===== config.mk =====
export PLATFORM = sky130hd
export DESIGN_NAME = lookup_action_arbiter
export DESIGN_NICKNAME = d
export VERILOG_FILES = /design/src/rtl/lookup_action_arbiter_pkg.sv /design/src/rtl/lookup_action_arbiter_action_fifo.sv /design/src/rtl/lookup_action_arbiter.sv
export SDC_FILE = /design/constraint.sdc
export NUM_CORES = 1
export LEC_CHECK = 0
export ABC_AREA = 1
export CAP_MARGIN = 30
export CORE_ASPECT_RATIO = 1.2
export CORE_UTILIZATION = 45
export DETAILED_ROUTE_END_ITERATION = 12
export HOLD_SLACK_MARGIN = 0.06
export PLACE_DENSITY_LB_ADDON = 0.1
export SYNTH_ARGS = -nofsm -noshare
export SYNTH_HDL_FRONTEND = slang
export SYNTH_SLANG_ARGS = --single-unit

===== constraint.sdc =====
create_clock -name clk -period 3.6 [get_ports clk]
set_input_delay 1.08 -clock clk [delete_from_list [all_inputs] [get_ports clk]]
set_output_delay 1.08 -clock clk [all_outputs]
set_load 0.01 [all_outputs]

===== src/rtl/lookup_action_arbiter_pkg.sv =====
// Shared widths and the per-engine action record carried through the result FIFOs.
package lookup_action_arbiter_pkg;

    localparam int C_OUT_PORT_WIDTH   = 8;
    localparam int C_MATCH_ADDR_WIDTH = 10;

    typedef struct packed {
        logic                          match;
        logic [C_OUT_PORT_WIDTH-1:0]   port;
        logic [C_OUT_PORT_WIDTH-1:0]   vport;
        logic [1:0]                    act_type;
        logic [C_MATCH_ADDR_WIDTH-1:0] match_addr;
    } action_t;

endpackage


===== src/rtl/lookup_action_arbiter_action_fifo.sv =====
// Per-engine result FIFO: register array with wrap-bit pointers, head read straight from storage.
module lookup_action_arbiter_action_fifo
    import lookup_action_arbiter_pkg::*;
#(
    parameter int C_FIFO_DEPTH = 8
) (
    input  logic    clk,
    input  logic    reset,
    input  logic    push,
    input  action_t din,
    input  logic    pop,
    output action_t dout,
    output logic    empty,
    output logic    full
);

    localparam int PTR_W = $clog2(C_FIFO_DEPTH);

    logic [PTR_W:0] wr_ptr;
    logic [PTR_W:0] rd_ptr;
    action_t        mem [C_FIFO_DEPTH];

    assign empty = (wr_ptr == rd_ptr);
    assign full  = (wr_ptr[PTR_W-1:0] == rd_ptr[PTR_W-1:0]) && (wr_ptr[PTR_W] != rd_ptr[PTR_W]);
    assign dout  = mem[rd_ptr[PTR_W-1:0]];

    always_ff @(posedge clk or negedge reset) begin
        if (!reset) begin
            wr_ptr <= '0;
            rd_ptr <= '0;
        end else begin
            if (push) wr_ptr <= wr_ptr + 1'b1;
            if (pop)  rd_ptr <= rd_ptr + 1'b1;
        end
    end

    // Push while full is only issued together with a pop, which vacates this same slot.
    always_ff @(posedge clk) begin
        if (push) mem[wr_ptr[PTR_W-1:0]] <= din;
    end

endmodule


===== src/rtl/lookup_action_arbiter.sv =====
// Realigns per-engine lookup answers and emits one priority-selected action per tuple.
module lookup_action_arbiter
    import lookup_action_arbiter_pkg::*;
#(
    parameter int C_NUM_ENGINES = 3,
    parameter int C_FIFO_DEPTH  = 8
) (
    input  logic                                            clk,
    input  logic                                            reset,
    input  logic                                            tuple_valid,
    output logic                                            tuple_ready,
    input  logic [C_NUM_ENGINES-1:0]                        eng_valid,
    input  logic [C_NUM_ENGINES-1:0]                        eng_match,
    input  logic [C_NUM_ENGINES*C_OUT_PORT_WIDTH-1:0]       eng_port,
    input  logic [C_NUM_ENGINES*C_OUT_PORT_WIDTH-1:0]       eng_vport,
    input  logic [C_NUM_ENGINES*2-1:0]                      eng_type,
    input  logic [C_NUM_ENGINES*C_MATCH_ADDR_WIDTH-1:0]     eng_match_addr,
    output logic                                            final_valid,
    input  logic                                            final_ready,
    output logic                                            final_match,
    output logic [((C_NUM_ENGINES > 1) ? $clog2(C_NUM_ENGINES) : 1)-1:0] final_engine,
    output logic [C_OUT_PORT_WIDTH-1:0]                     final_port,
    output logic [C_OUT_PORT_WIDTH-1:0]                     final_vport,
    output logic [1:0]                                      final_type,
    output logic [C_MATCH_ADDR_WIDTH-1:0]                   final_match_addr,
    output logic                                            overflow_err,
    output logic                                            orphan_err,
    input  logic                                            clear_err
);

    localparam int ENG_W = (C_NUM_ENGINES > 1) ? $clog2(C_NUM_ENGINES) : 1;
    localparam int CNT_W = $clog2(C_FIFO_DEPTH) + 1;
    localparam int PW    = C_OUT_PORT_WIDTH;
    localparam int AW    = C_MATCH_ADDR_WIDTH;

    logic [CNT_W-1:0]         outstanding;
    logic                     accept;
    logic                     pop;
    logic                     orphan_drop;
    logic [C_NUM_ENGINES-1:0] fifo_empty;
    logic [C_NUM_ENGINES-1:0] fifo_full;
    logic [C_NUM_ENGINES-1:0] fifo_push;
    logic [C_NUM_ENGINES-1:0] ovf_drop;
    action_t                  eng_act [C_NUM_ENGINES];
    action_t                  head    [C_NUM_ENGINES];
    action_t                  sel_act;
    logic [ENG_W-1:0]         sel_idx;

    assign tuple_ready = (outstanding < CNT_W'(C_FIFO_DEPTH));
    assign accept      = tuple_valid && tuple_ready;
    assign pop         = (~|fifo_empty) && (!final_valid || final_ready);
    // A same-cycle accept legitimises an answer arriving with zero latency.
    assign orphan_drop = (outstanding == '0) && !accept;

    for (genvar i = 0; i < C_NUM_ENGINES; i++) begin : g_eng
        assign eng_act[i] = '{
            match:      eng_match[i],
            port:       eng_port[i*PW +: PW],
            vport:      eng_vport[i*PW +: PW],
            act_type:   eng_type[i*2 +: 2],
            match_addr: eng_match_addr[i*AW +: AW]
        };
        assign fifo_push[i] = eng_valid[i] && !orphan_drop && (!fifo_full[i] || pop);
        assign ovf_drop[i]  = eng_valid[i] && !orphan_drop && fifo_full[i] && !pop;

        lookup_action_arbiter_action_fifo #(
            .C_FIFO_DEPTH(C_FIFO_DEPTH)
        ) u_fifo (
            .clk   (clk),
            .reset (reset),
            .push  (fifo_push[i]),
            .din   (eng_act[i]),
            .pop   (pop),
            .dout  (head[i]),
            .empty (fifo_empty[i]),
            .full  (fifo_full[i])
        );
    end

    // Scan from the lowest-priority end so the lowest matching index wins.
    always_comb begin
        sel_act = '0;
        sel_idx = '0;
        for (int i = C_NUM_ENGINES - 1; i >= 0; i--) begin
            if (head[i].match) begin
                sel_act = head[i];
                sel_idx = ENG_W'(i);
            end
        end
    end

    always_ff @(posedge clk or negedge reset) begin
        if (!reset) begin
            final_valid      <= 1'b0;
            final_match      <= 1'b0;
            final_engine     <= '0;
            final_port       <= '0;
            final_vport      <= '0;
            final_type       <= '0;
            final_match_addr <= '0;
        end else if (pop) begin
            final_valid      <= 1'b1;
            final_match      <= sel_act.match;
            final_engine     <= sel_idx;
            final_port       <= sel_act.port;
            final_vport      <= sel_act.vport;
            final_type       <= sel_act.act_type;
            final_match_addr <= sel_act.match_addr;
        end else if (final_ready) begin
            final_valid      <= 1'b0;
        end
    end

    always_ff @(posedge clk or negedge reset) begin
        if (!reset) begin
            outstanding  <= '0;
            overflow_err <= 1'b0;
            orphan_err   <= 1'b0;
        end else begin
            case ({accept, pop})
                2'b10:   outstanding <= outstanding + 1'b1;
                2'b01:   outstanding <= outstanding - 1'b1;
                default: outstanding <= outstanding;
            endcase
            if (clear_err) begin
                overflow_err <= 1'b0;
                orphan_err   <= 1'b0;
            end else begin
                if (|ovf_drop)                  overflow_err <= 1'b1;
                if (orphan_drop && |eng_valid)  orphan_err   <= 1'b1;
            end
        end
    end

endmodule


==> out/results.ini <==
[sta]
fin_crit_ns = 2.89
maxSlewHeadroom_pct = 41.3
fin_worst_skew_ns = 0.0206
max_freq_ghz = 0.346
worst_pin_slew_ns = 0.881
fin_crit_sh_pct = 80.3
rsz0062_at_grt = no
timing.hold.ws_ns = 0.503
finalSetupViolCount = 0
drv_slew = 0
hold_viol_final = 0
finalSetupTns_ns = 0

[worst_setup_path]
crit_arrival_ns = 3.18
reg2reg_depth = 12
end_kind = register
rrSetupSlack_ns = 0.83
reg2reg_to = final_type[0]
cp_top_family = simple AND/OR/NAND/NOR gates
required_ns = 3.89
cp-start-kind = input port
path_class = in2reg
crit_fanout = 29
slowest_delay_ns = 0.56
crit_chain = clkdlybuf4s50_1 > nor2_1 > inv_1 > nand4_2 > nand2_1 > nand3_1 > nor2_4 > buf_12
cp.buffers_inverters = 3
slowest_stage = clkdlybuf4s50_1
crit-reg2reg-launch = g_eng[0].u_fifo.rd_ptr[0]

[die]
ios = 130
dieArea_mm2 = 0.0703
die_width_um = 242
core_area_mm2 = 0.0684
initial_core_util_pct = 45.6
die_h_um = 290
num_rows = 105

[cts]
cts_tree = done
root_buffer = clkbuf_16
clock-sinks = 758
cts_buffer_depth = 3
htreeDepth = 3
path_clk_slew_ns = 0.06
clock_latency_ns = 0.61
cts_buffers = 76
post-cts-setup-buffers = 0
hold_buffers = 0
ctsResizeCount = 0

[layout]
synthToLayoutAreaGrowth_pct = 16.5
multi_input_area_mm2 = 0.00776
regArea_mm2 = 0.0225
nNetsFinal = 3000
n_fill_cell = 5942
final_cells = 3866
design_area_mm2 = 0.0363
drive_gt1_share_pct = 7.61

[pwr]
irDropWorstVdd_v = 0.000557
pwr-share-clk_pct = 25.2
cellPowerDensity_mw_per_mm2 = 875
swShare_pct = 38.7
leakage_nw = 13.5
p_comb_share_pct = 37.4
seqPwrFrac_pct = 37.4
intPower_mw = 19.5
p_sw_mw = 12.3

[synth]
ys_seq_area_share_pct = 72.0
yosys.area.top_type = edfxtp_1
syn_avg_cell_area_um2 = 11.2
synthCells = 2779
synth_top_area_share_pct = 67.0
synth_nets = 2883
ys_types = 30
synthTopCellsByArea = edfxtp_1 (67%), nand2_1 (8.5%), nor2_1 (5.8%)
ys_ff_latch = 758
yosysWarnings = 0
netlist_area_mm2 = 0.0312

[global_route]
grt_pass1_vias = 19900
antenna_found_initial = 0
grt-ovfl-total = 0
grt_pass1_wl_mm = 121
grt_max_degree = 119
grt_use_total_pct = 22.6

[placed_design]
io_buffers = 129
dp_hpwl_mm = 48.8
place.gp.congestion = 0.825
placedCellCount = 3727
dpl_cell_area_mm2 = 0.0338

[hold_path]
min_path_type = reg2reg
min_from = final_match_addr[4]
worstHoldPathCells = 2
holdPathEnd = final_match_addr[4]

[drt]
vias = 20400
drtIter0Drc = 1483
viasPerCell = 5.27
ant_nets = 0
drc = 0
drt-pass1-iter-count = 5
wl_mm = 79.3
wire_per_inst_um = 20.5

[status]
status = completed

[run]
cap_violations = 0

## worst max-delay path by stage
stage | startpoint | to | slack, ns | cells after the start
after floorplan | final_ready | g_eng[0].u_fifo.mem[3][0] | -0.52 | 6
after global placement | final_ready | g_eng[0].u_fifo.mem[4][19] | 0.12 | 8
after detailed placement | final_ready | g_eng[2].u_fifo.mem[4][21] | 0.11 | 8
after CTS | outstanding[3] | tuple_ready | 0.74 | 2
after global routing | g_eng[0].u_fifo.rd_ptr[0] | final_type[0] | 0.57 | 12
final | final_ready | g_eng[2].u_fifo.mem[4][6] | 0.71 | 8
## power groups by stage
stage / clock, mW / combinational, mW / sequential (mW)
after global routing: 8.52 / 13.2 / 12.0
after detailed placement: 0 / 12.0 / 12.1
final: 8.01 / 11.9 / 11.9
after global placement: 0 / 11.8 / 12.0
after CTS: 8.19 / 12.0 / 11.9
after floorplan: 0 / 7.67 / 11.9
## layer usage
layer	up-vias	part of all wire [%]	GRT usage, %
met5	-	0	0
met4	0	2.1	6.21
met3	106	5.1	3.26
met2	507	49	37.6
met1	10000	44	30.9
li1	9741	-	-
## area by class of cell
cell class,instances,area share [%]
sequential,758,61.8
timing repair buffer,191,5.62
tap,909,3.13
multi-input combinational,1762,21.4
clock buffer,99,5.82
antenna,1,0.00689
inverter,107,1.11
clock inverter,39,1.13
## flip-flops by register name, summed over array words and instances, names as in the netlist
register             cells
g_eng.u_fifo.mem       696
g_eng.u_fifo.rd_ptr     12
g_eng.u_fifo.wr_ptr     12
final_match_addr        10
final_port               8
final_vport              8
outstanding              4
final_engine             2
final_type               2
final_match              1
final_valid              1
orphan_err               1
overflow_err             1
## per-stage QoR
stage / worst slack (ns) / total power, mW / util, %
final: 0.709 / 31.8 / 53.1
after global routing: 0.570 / 33.8 / 53.1
after CTS: 0.737 / 32.1 / 53.1
after detailed placement: 0.107 / 24.0 / 49.4
after global placement: 0.117 / 23.8 / 49.4
after floorplan: -0.516 / 19.5 / -
## worst min-delay path, stage by stage, from the launching register on
cell,delay (ns)
dfrtp_1,0.36
nand2_1,0.06
nand2_1,0.05
## cell usage in the layout, fill, tap and decap left out, drive strengths merged
cell type and n:
a21oi 2, buf 63, bufinv 9, clkbuf 99, clkdlybuf4s50 128, clkinv 26
clkinvlp 4, dfrtp 62, diode 1, edfxtp 696, ha 9, inv 107
mux2 1, nand2 711, nand3 116, nand3b 1, nand4 2, nor2 486
nor3 11, o211ai 2, o21ai 330, o22ai 69, o31ai 2, xnor2 5
xor2 15
## cell usage after synthesis
library cell,number
nand3_1,114
edfxtp_1,696
inv_1,92
o31ai_1,2
dfrtp_1,62
clkbuf_1,60
mux2_2,1
buf_4,17
o22ai_1,69
nand2_2,4
nand4_1,1
nand3b_1,1
xor2_1,15
nor3_1,11
o211ai_1,2
buf_2,63
xnor2_1,5
nor2_1,485
nor2_4,1
nand3_2,2
nand4_2,1
o21ai_0,273
inv_2,15
ha_1,9
clkbuf_2,1
buf_1,10
buf_6,1
nand2_1,707
o21ai_1,57
a21oi_1,2
## kinds of logic (layout without fill, tap and decap cells)
logic type / Yosys count / count (layout) / synth area share, %
AND/OR/NAND/NOR: 1327 / 1327 / 16.6
XOR/XNOR: 20 / 20 / 0.562
AO/OA/AOI/OAI: 405 / 405 / 6.81
other: 0 / 1 / 0
adder cells (fa/ha/maj): 9 / 9 / 0.361
flip-flops: 758 / 758 / 72.0
buffers and inverters: 259 / 436 / 3.60
multiplexers: 1 / 1 / 0.0361
(Power assumes the default switching activity.)
